### src/rtl/memarb_pkg.sv
// Shared types and constants for the unified-memory port arbiter.
package memarb_pkg;

    typedef enum logic [1:0] {
        IDLE,
        ISSUE,
        WAIT,
        RESP
    } state_t;

    typedef enum logic {
        OWN_IF,
        OWN_DM
    } owner_t;

    localparam int unsigned MEM_LAT_MAX = 15;
    localparam int unsigned CNT_W       = $clog2(MEM_LAT_MAX + 1);

    localparam logic [63:0] WORD_ALIGN_MASK = ~64'h3;

endpackage

### src/rtl/memarb_byte_ext.sv
// Selects one little-endian byte of a word and sign-extends it to DW bits.
// Used by mem_port_arbiter only when MEMARB_LB_EXT_EN is defined.
module memarb_byte_ext #(
    parameter int DW = 32
) (
    input  logic [DW-1:0] word,
    input  logic [1:0]    ofs,
    output logic [DW-1:0] ext
);

    logic [7:0] sel_byte;

    always_comb begin
        sel_byte = word[7:0];
        case (ofs)
            2'd0: sel_byte = word[7:0];
            2'd1: sel_byte = word[15:8];
            2'd2: sel_byte = word[23:16];
            2'd3: sel_byte = word[31:24];
            default: sel_byte = word[7:0];
        endcase
        ext = {{(DW-8){sel_byte[7]}}, sel_byte};
    end

endmodule

### src/rtl/mem_port_arbiter.sv
// Arbitrates IF and DM requests onto one single-ported memory with fixed read latency.
// Optional MEMARB_LB_EXT_EN: byte extraction with sign extension for DM lb loads.
module mem_port_arbiter
    import memarb_pkg::*;
#(
    parameter int AW      = 32,
    parameter int DW      = 32,
    parameter int MEM_LAT = 2
) (
    input  logic          clk,
    input  logic          reset_n,
    input  logic          if_req,
    input  logic [AW-1:0] if_addr,
    output logic          if_ack,
    output logic [DW-1:0] if_rdata,
    output logic          if_stall,
    input  logic          dm_req,
    input  logic          dm_we,
    input  logic          dm_lb,
    input  logic [AW-1:0] dm_addr,
    input  logic [DW-1:0] dm_wdata,
    output logic          dm_ack,
    output logic [DW-1:0] dm_rdata,
    output logic          dm_stall,
    output logic          mem_en,
    output logic          mem_we,
    output logic [AW-1:0] mem_addr,
    output logic [DW-1:0] mem_wdata,
    input  logic [DW-1:0] mem_rdata
);

    state_t           state_q, state_d;
    owner_t           owner_q, grant_owner;
    logic             grant;
    logic             we_q;
    logic [AW-1:0]    addr_q;
    logic [DW-1:0]    wdata_q;
    logic [DW-1:0]    if_rdata_q, dm_rdata_q;
    logic [CNT_W-1:0] cnt_q;
    logic             capture;
    logic [DW-1:0]    load_word;
    logic [AW-1:0]    grant_addr;
    logic             grant_we;
    logic [DW-1:0]    grant_wdata;

    // RESP hands the port to the other requester directly, so IF cannot be starved by DM.
    always_comb begin
        state_d     = state_q;
        grant       = 1'b0;
        grant_owner = OWN_IF;
        case (state_q)
            IDLE: begin
                if (dm_req) begin
                    grant       = 1'b1;
                    grant_owner = OWN_DM;
                    state_d     = ISSUE;
                end else if (if_req) begin
                    grant       = 1'b1;
                    grant_owner = OWN_IF;
                    state_d     = ISSUE;
                end
            end
            ISSUE: state_d = we_q ? RESP : WAIT;
            WAIT: begin
                if (cnt_q == '0) begin
                    state_d = RESP;
                end
            end
            RESP: begin
                state_d = IDLE;
                if (owner_q == OWN_IF && dm_req) begin
                    grant       = 1'b1;
                    grant_owner = OWN_DM;
                    state_d     = ISSUE;
                end else if (owner_q == OWN_DM && if_req) begin
                    grant       = 1'b1;
                    grant_owner = OWN_IF;
                    state_d     = ISSUE;
                end
            end
            default: state_d = IDLE;
        endcase
    end

    always_comb begin
        grant_addr  = if_addr;
        grant_we    = 1'b0;
        grant_wdata = '0;
        if (grant_owner == OWN_DM) begin
            grant_addr  = dm_addr;
            grant_we    = dm_we;
            grant_wdata = dm_wdata;
        end
    end

    assign capture = (state_q == WAIT) && (cnt_q == '0);

`ifdef MEMARB_LB_EXT_EN
    logic          lb_q;
    logic [1:0]    ofs_q;
    logic [DW-1:0] ext_word;

    always_ff @(posedge clk) begin
        if (!reset_n) begin
            lb_q  <= 1'b0;
            ofs_q <= '0;
        end else if (grant) begin
            lb_q  <= (grant_owner == OWN_DM) && dm_lb && !dm_we;
            ofs_q <= grant_addr[1:0];
        end
    end

    memarb_byte_ext #(.DW(DW)) u_byte_ext (
        .word (mem_rdata),
        .ofs  (ofs_q),
        .ext  (ext_word)
    );

    assign load_word = (owner_q == OWN_DM && lb_q) ? ext_word : mem_rdata;
`else
    logic unused_lb;
    assign unused_lb = dm_lb;
    assign load_word = mem_rdata;
`endif

    always_ff @(posedge clk) begin
        if (!reset_n) begin
            state_q    <= IDLE;
            owner_q    <= OWN_IF;
            we_q       <= 1'b0;
            addr_q     <= '0;
            wdata_q    <= '0;
            cnt_q      <= '0;
            if_rdata_q <= '0;
            dm_rdata_q <= '0;
        end else begin
            state_q <= state_d;
            if (grant) begin
                owner_q <= grant_owner;
                we_q    <= grant_we;
                addr_q  <= grant_addr & WORD_ALIGN_MASK[AW-1:0];
                wdata_q <= grant_wdata;
            end
            if (state_q == ISSUE && !we_q) begin
                cnt_q <= CNT_W'(MEM_LAT - 1);
            end else if (state_q == WAIT && cnt_q != '0) begin
                cnt_q <= cnt_q - CNT_W'(1);
            end
            if (capture) begin
                if (owner_q == OWN_DM) begin
                    dm_rdata_q <= load_word;
                end else begin
                    if_rdata_q <= mem_rdata;
                end
            end
        end
    end

    assign if_ack    = (state_q == RESP) && (owner_q == OWN_IF);
    assign dm_ack    = (state_q == RESP) && (owner_q == OWN_DM);
    assign if_stall  = if_req & ~if_ack;
    assign dm_stall  = dm_req & ~dm_ack;
    assign mem_en    = (state_q == ISSUE);
    assign mem_we    = mem_en & we_q;
    assign mem_addr  = addr_q;
    assign mem_wdata = wdata_q;
    assign if_rdata  = if_rdata_q;
    assign dm_rdata  = dm_rdata_q;

endmodule

### config.mk
export PLATFORM = sky130hd
export DESIGN_NAME = mem_port_arbiter
export DESIGN_NICKNAME = d
export VERILOG_FILES = /design/src/rtl/memarb_pkg.sv /design/src/rtl/memarb_byte_ext.sv /design/src/rtl/mem_port_arbiter.sv
export SDC_FILE = /design/constraint.sdc
export NUM_CORES = 1
export LEC_CHECK = 0
export CAP_MARGIN = 25
export CORE_MARGIN = 3
export CORE_UTILIZATION = 30
export CTS_CLUSTER_DIAMETER = 80
export DETAILED_ROUTE_END_ITERATION = 16
export GPL_ROUTABILITY_DRIVEN = 0
export HOLD_SLACK_MARGIN = 0.05
export RECOVER_POWER = 100
export SYNTH_ARGS = -nofsm -noshare
export SYNTH_HDL_FRONTEND = slang
export SYNTH_HIERARCHICAL = 1
export SYNTH_SLANG_ARGS = --single-unit
export TNS_END_PERCENT = 50
### constraint.sdc
create_clock -name clk -period 1.8 [get_ports clk]
set_input_delay 0.36 -clock clk [delete_from_list [all_inputs] [get_ports clk]]
set_output_delay 0.36 -clock clk [all_outputs]
set_load 0.02 [all_outputs]
==> Word level (Yosys, flattened, before mapping) <==
Cells that the tools add are included.
{ "totals": {"ff_bits": 134, "in_bits": 134, "out_inout_bits": 134, "elab_cells": 58} }
{ "classes": {"n_addsub": 1, "eq_ne": 5, "mux": 20, "bitwise": 7, "reduce_logical": 16} }
{ "ops": {"columns": ["cell", "count"], "rows": [
  ["32-bit two-way mux", 2],
  ["1-bit two-way mux", 12],
  ["2-bit case mux with 4 select lines", 1],
  ["1-bit logical AND", 7],
  ["2-bit two-way mux", 3],
  ["2-bit AND reduction", 3],
  ["2-bit equality test (second input constant)", 2],
  ["4-bit zero test", 1],
  ["1-bit inverter", 4],
  ["1-bit case mux with 2 select lines", 2],
  ["4-bit nonzero test", 1],
  ["4-bit by 1-bit subtractor with 4-bit output (second input constant)", 1],
  ["1-bit bitwise AND", 3],
  ["3-bit inequality test (second input constant)", 1],
  ["2-bit by 1-bit equality test with 1-bit output (second input constant)", 1],
  ["2-bit zero test", 1],
  ["2-bit by 1-bit inequality test with 1-bit output (second input constant)", 1],
  ["2-bit nonzero test", 1],
  ["2-bit OR reduction", 1],
  ["1-bit zero test", 1]
]} }

==> Depth between registers and ports, before layout <==
Gate-level depths: netlist of the first run.
{ "depth": {"word_depth": 5, "ltp_mapped": 8, "mapped_depth_nobuf": 5} }

==> Least setup slack after synthesis of the first run <==
OpenSTA, ideal clock, no wires.
{ "synth_path": {"kind": "register to register", "startpoint": "reg state_q[0]", "endpoint": "reg addr_q[10], in the netlist mem_addr[10]", "setup_ps": 89, "arrival_time_ps": 1600, "required_time_ps": 1711, "path_slack_ps": 112, "stages_incl_launch_ff": 7, "path_buffers": 1, "synth_period_minus_slack_ps": 1688, "path_cell_list": "dfxtp_1 > inv_1 > ha_1 > nor2b_1 > clkbuf_1 > a221oi_1 > a311oi_2"} }
{ "synth_via": {"elab_chain_len": 3, "elab_cells_between_ends": 5, "cone_classes": "eq/ne (1); mux (3); reduce/logical (1)"} }
{ "synth_lines": {"columns": ["item", "line", "text"], "rows": [
  ["start: declaration", "mem_port_arbiter.sv:32", "state_t state_q, state_d;"],
  ["start signal: assignment", "mem_port_arbiter.sv:137", "state_q <= state_d;"],
  ["2-bit equality test or 2-bit zero test (tied branches)", "mem_port_arbiter.sv:51", "case (state_q)"],
  ["1-bit case mux with 2 select lines", "mem_port_arbiter.sv:51", null],
  ["32-bit two-way mux", "mem_port_arbiter.sv:89", "if (grant_owner == OWN_DM) begin"],
  ["end signal: assignment", "mem_port_arbiter.sv:141", "addr_q <= grant_addr & WORD_ALIGN_MASK[AW-1:0];"],
  ["end: declaration", "mem_port_arbiter.sv:36", "logic [AW-1:0] addr_q;"]
]} }
Several ways; a longest one is shown, not always the timed one.
A chain may end at the register's enable or synchronous reset.

==> Worst setup path after layout of the first run <==
{ "layout_path": {"startpoint": "reg addr_q[16], in the netlist mem_addr[16]", "endpoint": "out mem_addr[16]"} }
{ "layout_lines": {"columns": ["item", "line", "text"], "rows": [
  ["end: declaration", "mem_port_arbiter.sv:27", "output logic [AW-1:0] mem_addr,"]
]} }
No word-level cell between the ends.

==> key figures, run 1 <==
Logic synthesis
  • Cells after Synth: just over 700
  • Synth Area in Compound Gates: roughly a third
  • Count leader, synth: dfxtp_1
  • Async SR Flop Fraction: 0%
  • Post-Syn Area: between 6000 and 7000 um2
  • Seq/Total Area, Yosys: between 40% and 50%
  • Syn Area/Cell: approximately 8.6 um2
  • Cell taking the most area after synthesis: dfxtp_1
  • Seq cells post-synth: about 130
  • Post-synth EDFFs: 0
  • Synth warn: 6
  • Largest family of logic cells by synthesized area: compound AO/OA/AOI/OAI gates
  • Share of the synthesized area in the top cell type: roughly 43%
  • Simple-gate share of the synthesized area: about 15%
  • Cell variety after synth: 37
  • Post-Synth XOR/XNOR Area: 0.1401%
  • Post-Synth Adder-Cell Area: under 10%
  • Multiplexer area fraction after synthesis: 0.5002%
  • List of most frequent post-synthesis cells: dfxtp_1 (134), clkbuf_1 (70), nand2_1 (70), nand3_1 (66), a21oi_1 (65)
  • Synth area leaders: dfxtp_1 (43%), a311oi_2 (6.2%), nand3_1 (5.3%)
  • Top_reg_cell synth: dfxtp_1

Timing
  • Crit share post-route: 98.25%
  • Worst clock skew: around 11 ps
  • Fmax: around 570 MHz
  • Setup TNS: 0 ps
  • Fin. max-slew vios: 0
  • RSZ-0062 raised after global routing: true
  • Post-route minimum period: about 1800 ps
  • Final setup fails: 0
  • Post-route worst setup slack: about 31 ps
  • Hold Fails Final Rpt: 0

Final layout
  • Fillers: 1922
  • Ant. Diodes: 0
  • Area grow syn2layout: 59.84%
  • NumNets Final: about 1100
  • Finished Layout Cells: between 1000 and 1500
  • Core Util, Final: ~49%
  • Layout cells sized above 1: roughly 15%

Global route
  • Met2 usage: a little under a third
  • Initial antenna violation count: 0
  • Total gr overflow: 0
  • Vias in the first global route: between 6000 and 7000
  • First-pass GRT wire length: 34170 um
  • M3 GR Usage: a little over 6%
  • Met1 Resource Use GR: between 20% and 30%
  • Largest net degree at the start of global routing: between 70 and 80
  • Tot GR Track Use: approximately a fifth
  • Gr busiest metal: met2

Die
  • Die height: 150.4 um
  • Rows: 52
  • IO Pins: roughly 270
  • Initial core utilization: between 30% and 40%
  • Die area: around 23000 um2
  • Width of the die: about 150 um
  • Core area: between 20000 and 25000 um2

Clock tree
  • Clk sinks: around 130
  • Bufs on Longest Clock Path: 2
  • Worst skew pair latency: about 420 ps
  • CTS buffer count: 17
  • CTS root buffer: clkbuf_16
  • Clock-pin slew on the worst setup and hold paths: ~70 ps
  • CTS hold repair buffers: 0
  • CTS tree: yes
  • H-tree levels: 4

Min path
  • HP Class: in -> reg
  • Hold path startpoint: reset_n
  • Hold Path End: cnt_q[3]$_SDFFE_PP0P_
  • Hold Path Cell Cnt: 4

Drt
  • WL final: roughly 22000 um
  • Vias: 6575
  • First drt pass iteration count: 5
  • Drt via density: between 5 and 6
  • DRT iter0 DRCs: approximately 350
  • ANT nets after route: 0
  • Post-DR wirelength/cell: approximately 18 um
  • DRC: 0

Power
  • Sw Ratio: between 40% and 50%
  • Gate power share: approximately 55%
  • Clock network fraction of design power: 20.7%
  • Leakage: 3.334 nW
  • Seq pwr share: 24.3%
  • Final Power: 16.32 mW
  • Int Pwr: between 9 and 10 mW
  • Worst vdd ir: roughly 0.73 mV
  • Switching power: just under 7 mW
  • Pwr dens: between 1500 and 2000 nW/um2

Worst setup path
  • CP required: between 1000 and 1500 ps
  • R2R Path Start: state_q[0]$_SDFFE_PN0P_
  • Slowest stage delay, CP: about 620 ps
  • Crit path launch type: register
  • Slowest CP cell: clkdlybuf4s50_1
  • Crit path max fanout: 2
  • Worst Setup End Kind: output pin
  • WP buf/inv: 1
  • Critical Path AT: ~1400 ps
  • CP cell instances: clkdlybuf4s50_1
  • R2R Path End: mem_addr[16]$_SDFFE_PN0P_
  • Family with the most delay on the worst path: buffers and inverters
  • CP Class: reg -> out
  • R2R cell count: 7
  • R2r setup slk: roughly 80 ps

Outcome
  • Status: finished clean

Placement
  • Port Buf Inserts: 260
  • Detailed placer's ending HPWL: around 14000 um
  • Inst Count DP: ~1200
  • Place WS: -229.3 ps

Flow run
  • Max Cap Viol: 0
flip-flops by register name (all words and copies together) (netlist names):
name,cells
mem_addr,30
cnt_q,4
owner_q,1
we_q,1
state_q,2
mem_wdata,32
dm_rdata,32
if_rdata,32
area by class of cell:
class	instances	area, um2	area share [%]
multi-input combinational	489	3278	32.80
clock buffer	19	442.9	4.431
inverter	8	31.28	0.3129
sequential	134	2686	26.87
tap	270	337.8	3.380
timing repair buffer	306	3100	31.02
clock inverter	13	118.9	1.189
power groups by stage:
stage	clock network (mW)	registers, mW	logic (mW)
2_1_floorplan	0	4.65	4.55
3_3_place_gp	0	4.00	8.46
3_5_place_dp	0	4.00	8.48
4_1_cts	3.46	3.96	8.49
5_1_grt	3.59	4.04	9.72
6_report	3.37	3.97	8.98
worst max path at each step:
stage / from / endpoint / slack [ps] / depth (start not counted)
3_3_place_gp: if_req / if_stall / -210 / 3
2_1_floorplan: state_q[0]$_SDFFE_PN0P_ / mem_addr[10]$_SDFFE_PN0P_ / 110 / 6
5_1_grt: state_q[1]$_SDFFE_PN0P_ / mem_we / -10 / 5
3_5_place_dp: dm_req / mem_addr[4]$_SDFFE_PN0P_ / -230 / 6
6_report: mem_addr[16]$_SDFFE_PN0P_ / mem_addr[16] / 30 / 1
4_1_cts: mem_addr[31]$_SDFFE_PN0P_ / mem_addr[31] / 6 / 1
repair_timing:
| action | CTS | global route |
|---|---|---|
| hold endpoints to repair | 0 | 0 |
| resized for setup | 31 | 49 |
| setup buffers | 1 | 1 |
| setup endpoints to repair | 40 | 103 |
| cloned | 0 | 3 |
| pin swaps | 1 | 1 |
logic make-up after synthesis:
logic type	after synthesis
simple gates	187
mux	3
flops	134
other cells	1
compound gates	291
buf+inv	103
fa+ha+maj	5
xor+xnor	1
layout by cell type, fill, tap and decap left out, types with 12 or more instances in the layout:
master           count
clkdlybuf4s50_1    245
dfxtp_1            131
nand2_1             70
nand3_1             65
o21ai_0             62
a21oi_1             57
o22ai_1             34
nor2b_1             32
o2111ai_1           30
a221oi_1            30
a22oi_1             28
buf_4               28
a311oi_2            27
clkbuf_16           19
buf_12              12
per-stage QoR:
| step | hold WS (ps) | area [um2] |
|---|---|---|
| 2_1_floorplan | 462.8 | 6257 |
| 3_3_place_gp | 451.5 | 9268 |
| 3_5_place_dp | 457.5 | 9268 |
| 4_1_cts | 332.2 | 9823 |
| 5_1_grt | 342.2 | 9996 |
| 6_report | 353.6 | 9996 |
per-layer routing:
layer	routed length [um]	share of wire (%)
met3	1840	8.2
met5	0	0
met2	10720	48
met4	284	1.3
met1	9487	42
Note: power is estimated with default switching activity, not from simulation.
==> run 2, diff against run 1 <==
ABC_AREA = 0   (was default)
==> results of run 2 <==
The final DEF is identical to that of run 1; final timing and power are the same.
